`src/rtl/jesd_tx_lane_seq.sv`:
```
// JESD204B transmit lane sequencer: CGS / ILAS / DATA with LMFC tracking.
// Optional frame-end character replacement via JESD_CHAR_REPLACE_EN.
module jesd_tx_lane_seq #(
    parameter int F = 2,
    parameter int K = 16
) (
    input  logic         clk,
    input  logic         rst,
    input  logic         i_sync_n,
    input  logic [7:0]   i_data,
    input  logic [111:0] i_ilas_cfg,
    input  logic         i_enc_k_error,
    output logic [7:0]   o_char,
    output logic         o_k,
    output logic         o_rd_en,
    output logic         o_data_req,
    output logic         o_lmfc,
    output logic [1:0]   o_state,
    output logic [7:0]   o_k_err_cnt
);
    localparam int MF_LEN = F * K;
    localparam logic [7:0] LC_LAST = 8'(MF_LEN - 1);

    generate
        if (F < 1 || F > 8 || MF_LEN < 17 || MF_LEN > 256) begin : g_bad_cfg
            $error("jesd_tx_lane_seq: unsupported F/K combination");
        end
    endgenerate

    typedef enum logic [1:0] {
        S_CGS  = 2'b00,
        S_ILAS = 2'b01,
        S_DATA = 2'b10
    } state_t;

    state_t      state_q, state_d, st_q;
    logic [7:0]  lc_q, lc_d;
    logic [1:0]  mc_q, mc_d;
    logic        slow_q;
    logic [7:0]  char_q, char_d;
    logic        k_q, k_d;
    logic        lmfc_q;
    logic        rden_q;
    logic [7:0]  kerr_q, kerr_d;
    logic        lc_last;
    logic        resync;
    logic [3:0]  cfg_idx;

    assign lc_last = (lc_q == LC_LAST);
    assign resync  = (state_q != S_CGS) && !i_sync_n && slow_q;
    assign cfg_idx = lc_q[3:0] - 4'd2;

`ifdef JESD_CHAR_REPLACE_EN
    localparam logic [2:0] FC_LAST = 3'(F - 1);

    logic [2:0] fc_q, fc_d;
    logic [7:0] ref_q, ref_d;
    logic       ref_vld_q, ref_vld_d;
    logic       repl;

    // Reference holds the last unreplaced octet of the previous frame.
    always_comb begin
        fc_d      = (lc_last || fc_q == FC_LAST) ? 3'd0 : fc_q + 3'd1;
        ref_d     = ref_q;
        ref_vld_d = 1'b0;
        if (state_q == S_DATA) begin
            ref_vld_d = ref_vld_q;
            if (fc_q == FC_LAST) begin
                ref_d     = i_data;
                ref_vld_d = 1'b1;
            end
        end
    end

    assign repl = (state_q == S_DATA) && (fc_q == FC_LAST) &&
                  ref_vld_q && (i_data == ref_q);

    always_ff @(posedge clk) begin
        if (rst) begin
            fc_q      <= 3'd0;
            ref_q     <= 8'd0;
            ref_vld_q <= 1'b0;
        end else begin
            fc_q      <= fc_d;
            ref_q     <= ref_d;
            ref_vld_q <= ref_vld_d;
        end
    end
`endif

    always_comb begin
        state_d = state_q;
        lc_d    = lc_last ? 8'd0 : lc_q + 8'd1;
        mc_d    = mc_q;
        char_d  = 8'hBC;
        k_d     = 1'b1;
        kerr_d  = kerr_q;
        if (i_enc_k_error && kerr_q != 8'hFF) kerr_d = kerr_q + 8'd1;
        case (state_q)
            S_CGS: begin
                if (i_sync_n && lc_last) begin
                    state_d = S_ILAS;
                    mc_d    = 2'd0;
                end
            end
            S_ILAS: begin
                if (lc_q == 8'd0) begin
                    char_d = 8'h1C;
                end else if (lc_last) begin
                    char_d = 8'h7C;
                end else if (mc_q == 2'd1 && lc_q == 8'd1) begin
                    char_d = 8'h9C;
                end else if (mc_q == 2'd1 && lc_q <= 8'd15) begin
                    char_d = i_ilas_cfg[{cfg_idx, 3'b000} +: 8];
                    k_d    = 1'b0;
                end else begin
                    char_d = lc_q;
                    k_d    = 1'b0;
                end
                if (lc_last) begin
                    mc_d = mc_q + 2'd1;
                    if (mc_q == 2'd3) state_d = S_DATA;
                end
            end
            S_DATA: begin
                char_d = i_data;
                k_d    = 1'b0;
`ifdef JESD_CHAR_REPLACE_EN
                if (repl) begin
                    char_d = lc_last ? 8'h7C : 8'hFC;
                    k_d    = 1'b1;
                end
`endif
            end
            default: state_d = S_CGS;
        endcase
        // Resync wins over any other transition, including ILAS->DATA.
        if (resync) state_d = S_CGS;
    end

    always_ff @(posedge clk) begin
        if (rst) begin
            state_q <= S_CGS;
            st_q    <= S_CGS;
            lc_q    <= 8'd0;
            mc_q    <= 2'd0;
            slow_q  <= 1'b0;
            char_q  <= 8'hBC;
            k_q     <= 1'b1;
            lmfc_q  <= 1'b0;
            rden_q  <= 1'b0;
            kerr_q  <= 8'd0;
        end else begin
            state_q <= state_d;
            st_q    <= state_q;
            lc_q    <= lc_d;
            mc_q    <= mc_d;
            slow_q  <= ~i_sync_n;
            char_q  <= char_d;
            k_q     <= k_d;
            lmfc_q  <= (lc_q == 8'd0);
            rden_q  <= 1'b1;
            kerr_q  <= kerr_d;
        end
    end

    assign o_char      = char_q;
    assign o_k         = k_q;
    assign o_rd_en     = rden_q;
    assign o_data_req  = (state_q == S_DATA);
    assign o_lmfc      = lmfc_q;
    assign o_state     = st_q;
    assign o_k_err_cnt = kerr_q;

endmodule

```
`config.mk`:
```
export PLATFORM = sky130hd
export DESIGN_NAME = jesd_tx_lane_seq
export DESIGN_NICKNAME = d
export VERILOG_FILES = /design/src/rtl/jesd_tx_lane_seq.sv
export SDC_FILE = /design/constraint.sdc
export NUM_CORES = 1
export LEC_CHECK = 0
export CORE_UTILIZATION = 39
export CTS_CLUSTER_DIAMETER = 150
export DETAILED_ROUTE_END_ITERATION = 6
export PLACE_DENSITY = 0.87
export SYNTH_ARGS = -nofsm -noshare
export SYNTH_HDL_FRONTEND = slang
export SYNTH_SLANG_ARGS = --single-unit
```
`constraint.sdc`:
```
create_clock -name clk -period 2.9 [get_ports clk]
set_input_delay 0.87 -clock clk [delete_from_list [all_inputs] [get_ports clk]]
set_output_delay 0.87 -clock clk [all_outputs]
set_load 0.1 [all_outputs]
```
# Yosys cells after proc, flatten, opt, wreduce, memory -nomap -nowiden
# Cells that the tools add are included.
totals:
  regBits: 34
  in_bits: 124
  output_inout_bits: 22
  elab_cells: 60
op_classes:
  n_bitwise: 2
  shifts: 1
  reduce_logical: 15
  muxes: 17
  magnitude_cmp: 1
  eq_ne: 10
  add_sub_neg: 4
op_table:
  columns: ["cell", "n"]
  rows:
  - ["variable part select 112 x 8 -> 8 bit", 1]
  - ["two-way mux 8 bit", 4]
  - ["adder 8 x 1 -> 8 bit, second input constant", 2]
  - ["one-hot mux 8 bit (2 select lines)", 1]
  - ["two-way mux 2 bit", 5]
  - ["equality test 8 x 1 -> 1 bit, second input constant", 1]
  - ["equality test 8 x 5 -> 1 bit, second input constant", 1]
  - ["less-or-equal comparator 8 x 4 -> 1 bit, second input constant", 1]
  - ["zero test 8 bit", 1]
  - ["inequality test 8 bit, second input constant", 1]
  - ["logical AND 1 bit", 6]
  - ["inequality test 2 bit, second input constant", 3]
  - ["one-hot mux 2 bit (3 select lines)", 1]
  - ["equality test 2 x 1 -> 1 bit, second input constant", 2]
  - ["equality test 2 bit, second input constant", 2]
  - ["two-way mux 1 bit", 4]
  - ["one-hot mux 2 bit (2 select lines)", 1]
  - ["AND reduction 4 bit", 1]
  - ["nonzero test 2 bit", 2]
  - ["OR reduction 2 bit", 2]
  - ["subtractor 4 x 2 -> 4 bit, second input constant", 1]
  - ["AND reduction 3 bit", 1]
  - ["adder 2 x 1 -> 2 bit, second input constant", 1]
  - ["zero test 2 bit", 1]
  - ["3 further kinds", 4]

# Depth between registers and ports, before layout
logic_depth:
  word_depth: 7
  depth_mapped: 10
  mapped_depth_nobuf: 7

# Worst setup path after synthesis
# No wires, ideal clock.
synth_path:
  path_kind: "register to register"
  startpoint: "register lc_q[1]"
  endpoint: "register char_q[7], in the netlist o_char[7]"
  stages_incl_launch_ff: 10
  t_arrival_ps: 2132
  setup_time_ps: 131
  slack_ps: 637
  t_required_ps: 2769
  synth_period_minus_slack_ps: 2263
  path_buffers: 3
  cell_sequence: "dfxtp_1 buf_4 inv_1 ha_1 buf_2 buf_1 mux4_2 and2_1 a211oi_1 o21ai_0"
synth_between:
  elab_chain_len: 7
  elab_cells_between_ends: 13
  classes_between: "1 x add/sub; 1 x order compare; 2 x eq/ne; 1 x shift; 5 x mux; 3 x reduce/logical"
synth_rtl:
  columns: ["element", "line_no", "source"]
  rows:
  - ["from (decl)", "37", "logic [7:0] lc_q, lc_d;"]
  - ["from (signal assigned)", "156", "lc_q <= lc_d;"]
  - ["subtractor 4 x 2 -> 4 bit or less-or-equal comparator 8 x 4 -> 1 bit (tied branches)", "51, 113", null]
  - ["variable part select 112 x 8 -> 8 bit or logical AND 1 bit (tied branches)", "114, 113", null]
  - ["two-way mux 8 bit", "113", "end else if (mc_q == 2'd1 && lc_q <= 8'd15) begin"]
  - ["two-way mux 8 bit", "111", "end else if (mc_q == 2'd1 && lc_q == 8'd1) begin"]
  - ["two-way mux 8 bit", "109", "end else if (lc_last) begin"]
  - ["two-way mux 8 bit (*)", "107", "if (lc_q == 8'd0) begin"]
  - ["one-hot mux 8 bit (2 select lines) (*)", "99", "case (state_q)"]
  - ["to (signal assigned)", "159", "char_q <= char_d;"]
  - ["to (decl)", "40", "logic [7:0] char_q, char_d;"]
# Mark *: on every way between the ends. The rest lies on a longest branch, timed or not.
# A chain may end at the register's enable or synchronous reset.

# Worst setup path in the final report
layout_path:
  startpoint: "register lc_q[0]"
  endpoint: "register state_q[0]"
layout_between:
  elab_chain_len: 4
  elab_cells_between_ends: 5
  classes_between: "3 x eq/ne; 2 x reduce/logical"
layout_rtl:
  columns: ["element", "line_no", "source"]
  rows:
  - ["equality test 8 x 5 -> 1 bit (*)", "49", "assign lc_last = (lc_q == LC_LAST);"]
  - ["logical AND 1 bit", "101", "if (i_sync_n && lc_last) begin"]
  - ["inequality test 2 bit (no line)", null, null]
  - ["AND reduction 4 bit (no line) (*)", null, null]
  - ["to (signal assigned)", "154", "state_q <= state_d;"]
  - ["to (decl)", "36", "state_t state_q, state_d, st_q;"]
# Marks and branches as above.

==> run metrics <==
outcome=complete, no violations; met3 routed WL=around 520 um; Worst Setup Start Kind=flip-flop; worst vdd ir=roughly 0.33 mV; crit share post-route=82.3%; Setup violations, final=0; vias in the first global route=between 2000 and 3000; DRC viols=0; cell chosen for the clock root=clkbuf_8; final hold viol count=0; internal reg-to-reg setup slack=0.51 ns; initial drt markers=around 140; Clock Skew=roughly 0.005 ns; Max-slew headroom=a little under three fifths; mean post-synth cell area=roughly 9.5 sq um; # hold bufs at CTS=0; GRT overflow=0; remaining antenna violation count=0; area growth from synthesis to layout=59.8%; via count=roughly 2700; async set-reset flop share out of synthesis=0%; # diodes=0; IO buf count=around 150; post-synthesis instance total=around 270; DP Area=between 4000 and 5000 sq um; initial antenna violation count=0; I/O pin cnt=~150; crit path kind=reg2reg; share of layout cells above drive strength 1=12.4%; FF-to-FF End=state_q[0]; count of clock tree sinks=34; Setup crit start=lc_q[0]; Die Wd=83.4 um; Starting Density=approximately two fifths; Comb power frac=between 30% and 40%; first-pass GRT wire length=between 10000 and 15000 um; Max H-tree Level=2; drt wl/cell=approximately 16 um; Num CTS Buffers=5; setup bufs post-CTS=0; Critical Path Sink=state_q[0]; CTS resizes=0; clock period minus worst slack=about 2.4 ns; synthesized flop and latch total=34; Mapped Area=about 2600 sq um; Highest Signal Layer=met4; Worst-Margin Slew=~0.64 ns; Pint=between 1 and 1.5 mW; RSZ-0062 raised after global routing=no; routability congestion estimate=approximately 0.85; Total GRT Usage=between 20% and 30%; Post-Syn Nets=between 400 and 500; Reg clk slew, reported paths=0.07 ns; Crit Path Max Fanout=30; via/cell ratio=around 5.6; leak pwr=~1.5 nW; CTS tree=yes; clock latency on the worst-skew pair=around 0.28 ns; Yosys top cell by area=dfxtp_1; 1st-pass router iterations=4; FMAX=about 420 MHz; worst min path class=reg2reg; largest net degree at the start of global routing=36; DRT met1 WL=between 3000 and 4000 um; Sequential Power Share=approximately a third; ys flop type=dfxtp_1; PD cells=between 300 and 400 nW/um^2; Core Rows=29; number of enable flip-flop cells after synthesis=0; layout net count=roughly 540; RR Startpoint=lc_q[0]; max-slew violation count=0; Chip Height=roughly 83 um; DP Wirelength=between 6000 and 7000 um; MaxCap Viol Count=0; Fillers=roughly 540; Final Cell Area=4130 sq um; commonest non-fill, non-tap cell in the layout=clkdlybuf4s50_1; Crit path required time=between 3 and 4 ns; type of destination of the critical path=flip-flop; commonest cells after routing, fill and taps aside=clkdlybuf4s50_1 (123), dfxtp_1 (33), nor2_1 (30); switch share=approximately 27%; synth warn=0; final wirelength=approximately 8000 um; synth top area cells=dfxtp_1 (26%), mux4_2 (10%), mux2i_1 (9.3%); Netlist cell types=51; setup total negative slack=0 ns; core area=approximately 6400 sq um; R2R depth=6; DIE AREA=a little under 7000 sq um; Max clock buf depth=2; area share of the largest cell type after synthesis=26.3%; Critical Path AT=approximately 2.6 ns; met2 WL=~4200 um; sw power=~0.38 mW; Seq/Total Area, Yosys=between 20% and 30%; clock share of power=30.2%
==> metal layers <==
layer	vias to the layer above	track usage [%]
met5	-	0
met1	1266	26.5
li1	1305	-
met3	13	3.68
met2	126	42.7
met4	0	7.52
==> cells in the mapped netlist, types with 2 or more instances <==
master	count
a2111oi_0	2
a211o_1	3
a211oi_1	5
a21boi_0	2
a21oi_1	8
a221oi_1	5
a32o_1	2
and2_1	2
and3_1	2
and4_1	2
buf_2	5
buf_4	4
clkbuf_1	5
clkbuf_2	2
dfxtp_1	34
ha_1	11
inv_1	10
mux2_2	4
mux2i_1	24
mux4_1	6
mux4_2	12
nand2_1	17
nand2b_1	2
nand3_1	5
nand4_1	4
nor2_1	30
nor2b_1	2
nor3_1	5
nor3b_1	3
o211ai_1	4
o21ai_0	13
o221ai_1	2
o22ai_1	5
or3_1	3
xnor2_1	4
xor2_1	7
==> state kept, by name, indices dropped and copies added, names as in the netlist <==
signal / cells
o_state: 2
state_q: 2
o_k: 1
o_rd_en: 1
o_lmfc: 1
slow_q: 1
mc_q: 2
o_k_err_cnt: 8
o_char: 8
lc_q: 8
==> final cells by class <==
type                       instances  area (sq um)  share of cell area [%]
inverter                          10          37.5                   0.909
sequential                        34           682                    16.5
multi-input combinational        209          1770                    42.8
clock inverter                     1          30.0                   0.727
timing repair buffer             149          1440                    34.9
tap                               77          96.3                    2.33
clock buffer                       7          76.3                    1.85
==> power by group through the flow <==
| stage | combinational, mW | clock (mW) | sequential [mW] |
|---|---|---|---|
| 2_1_floorplan | 0.238 | 0 | 0.531 |
| 3_3_place_gp | 0.484 | 0 | 0.495 |
| 3_5_place_dp | 0.496 | 0 | 0.496 |
| 4_1_cts | 0.497 | 0.428 | 0.485 |
| 5_1_grt | 0.533 | 0.448 | 0.486 |
| 6_report | 0.494 | 0.423 | 0.485 |
==> stage by stage <==
| step | setup WS, ns | hold WS (ns) | util [%] | power [mW] | cells |
|---|---|---|---|---|---|
| 5_1_grt | 0.244 | 0.554 | 64.6 | 1.47 | 487 |
| 4_1_cts | 0.503 | 0.528 | 64.6 | 1.41 | 487 |
| 3_5_place_dp | 0.220 | 0.512 | 63.0 | 0.992 | 479 |
| 3_3_place_gp | 0.270 | 0.490 | 63.0 | 0.979 | 479 |
| 6_report | 0.514 | 0.537 | 64.6 | 1.40 | 487 |
| 2_1_floorplan | 0.637 | 0.473 | - | 0.768 | 271 |
==> critical path: stages, from the launching register on <==
cell,delay [ns]
dfxtp_1,0.31
buf_4,0.38
ha_1,0.29
and4_1,0.38
and2_1,0.41
a31oi_1,0.14
a2111oi_0,0.36
==> how the worst min path moves through the flow <==
stage,start,endpoint,slack (ns),cells after the start
after global routing,o_k_err_cnt[5],o_k_err_cnt[5],0.55,2
after CTS,state_q[1],o_state[1],0.53,2
after floorplan,state_q[1],o_state[1],0.47,2
after detailed placement,state_q[1],o_state[1],0.51,2
after global placement,state_q[1],o_state[1],0.49,2
final,state_q[1],o_state[1],0.54,2
==> logic make-up after synthesis <==
group,share of synthesized area (%)
AOI/OAI and AO/OA,16.1
xor gates and xnor gates,4.36
adders and majority gates,5.33
DFF,26.3
buffers and inverters,5.28
and+or+nand+nor,15.0
muxes,27.6
Power figures use the tool's default switching activity.
==> patch (same flow settings) <==
Put a register stage on the output `o_data_req`. The value now appears one clock later. The other outputs are not delayed to match.
--- a/src/rtl/jesd_tx_lane_seq.sv
+++ b/src/rtl/jesd_tx_lane_seq.sv
@@ -167,7 +167,9 @@
     assign o_char      = char_q;
     assign o_k         = k_q;
     assign o_rd_en     = rden_q;
-    assign o_data_req  = (state_q == S_DATA);
+    always_ff @(posedge clk) begin
+        o_data_req <= (state_q == S_DATA);
+    end
     assign o_lmfc      = lmfc_q;
     assign o_state     = st_q;
     assign o_k_err_cnt = kerr_q;
Formal check against the unedited RTL: same outputs for any inputs over 10 cycles, from zero or initial values and one cycle with rst high; that may be too few to reach the edited logic, so the function may still have changed.
==> patch against the original RTL <==
  * The run now ends with design-rule violations left
  * Global-route usage grew 0.90 points
  * Sequential share of layout area grew 0.45 points
  * Setup slack lost 190 ps
  * Synthesized area grew 2.4%
  * Cell area grew 0.18%
  * Routed wire length grew 8.2%
  * Critical path depth grew 1
  * Maximum frequency shrank 7.3%
  * Non-clock buffer count grew 1
  * Sequential cell count grew 1
  * Power shrank 2.8%
  * Critical endpoint is now o_char[1]
  * Highest routed layer unchanged
==> patch: results (changes against the original RTL) <==
metric,value,unit,change
synth_nets,419,,+3.2%
hold_path.class,reg2reg,,
grt_pass1_vias,2887,,+3.6%
dp_hpwl,7140,um,+10%
synth_top_cells_by_area,"dfxtp_1 26%, mux4_2 17%, mux2i_1 6.1%",,
startpoint,lc_q[2],,
regToRegSetupSlack,330,ps,-190 ps
grt_max_degree,35,,-2.8%
violations,design-rule violations,,
critPathSlowestCell,ha_1,,
drtPass1Iterations,7,,+3
viasPerCell,5.64,,+1.3%
status,finished with violations,,
crit_end,o_char[1],,
yosys-top-cells-count,"35 x dfxtp_1, 31 x nor2_1, 25 x nand2_1",,
drt-total-wl,8610,um,+8.2%
dp.cells,491,,+2.5%
critPathMaxStageDelay,610,ps,+200 ps
grt_pass1_wl,13300,um,+3.8%
synthDistinctLibCells,52,,+2.0%
syn-mean-instance-area,9.31,um2,-2.3%
routedWlPerCell,17.3,um,+5.8%
cp_data_arrival_time,2740,ps,+190 ps
drive_above_1_share,15.0,%,+2.5 points
post-route-drc-count,7,,+7
cp_max_fo,14,,-53%
skew,4.50,ps,-0.400 ps
yosysSeqAreaShare,26.5,%,+0.15 points
worstMarginPinSlew,736,ps,+94.6 ps
grt_usage,23.8,%,+0.90 points
p_int,0.000970,W,-5.1%
## patch: changes by cell type after synthesis, sizes merged, moves of 4 or more
| cell | before | now |
|---|---|---|
| nand3 | 5 | 10 |
| nand2 | 17 | 25 |
| o21ai | 13 | 6 |
| a21oi | 8 | 12 |
| nand2b | 2 | 7 |
| mux2i | 24 | 16 |
## patch: worst min-delay path by stage
stage	start	end	slack, ps	cells after the start
floorplan	state_q[0]	state_q[0]	470	1
global placement	lc_q[0]	lc_q[0]	420	1
detailed placement	lc_q[0]	lc_q[0]	430	1
CTS	lc_q[0]	lc_q[0]	440	1
global route	lc_q[0]	lc_q[0]	460	1
finish	lc_q[0]	lc_q[0]	440	1
## patch: worst register-to-register path: cells and delay by family (launching register included)
| family | cells | cell delay (ps) |
|---|---|---|
| AND/OR/NAND/NOR | 4 | 870 |
| adder cells (fa/ha/maj) | 1 | 610 |
| flip-flops | 1 | 520 |
| AO/OA/AOI/OAI | 1 | 360 |
| buffers and inverters | 1 | 90 |
## patch: logic make-up after synthesis
| logic type | synth area share [%] |
|---|---|
| buffers and inverters | 6.15 |
| AOI/OAI and AO/OA | 12.8 |
| DFF | 26.5 |
| and+or+nand+nor | 21.6 |
| adders and majority gates | 5.20 |
| muxes | 23.5 |
| xor gates and xnor gates | 4.26 |
## patch: power by group through the flow
stage | sequential, W | combinational (W) | clock [W]
finish | 0.000499 | 0.000507 | 0.000357
global placement | 0.000509 | 0.000496 | 0
global route | 0.000500 | 0.000541 | 0.000385
CTS | 0.000499 | 0.000507 | 0.000364
detailed placement | 0.000510 | 0.000506 | 0
floorplan | 0.000545 | 0.000253 | 0
## patch: through the flow
step | setup slack, ps | power [W] | instance area (um2)
2_1_floorplan | 617 | 0.000798 | 2650
3_3_place_gp | 454 | 0.00101 | 4050
3_5_place_dp | 348 | 0.00102 | 4050
4_1_cts | 346 | 0.00137 | 4140
5_1_grt | 93.8 | 0.00143 | 4140
6_report | 325 | 0.00136 | 4140
## patch: cell type report
cell class	instances	area, um2
multi-input combinational	220	1780
clock inverter	1	5.00
tap	77	96.3
timing repair buffer	150	1430
inverter	9	33.8
fill	532	2320
sequential	35	702
clock buffer	6	82.6
## patch: metal layers
metal / part of all wire [%] / GRT usage [%] / vias up
met5: 0 / 0 / -
met4: 2.5 / 7.70 / 0
met3: 7.0 / 6.39 / 23
met2: 52 / 45.5 / 126
met1: 38 / 25.4 / 1335
li1: - / - / 1324
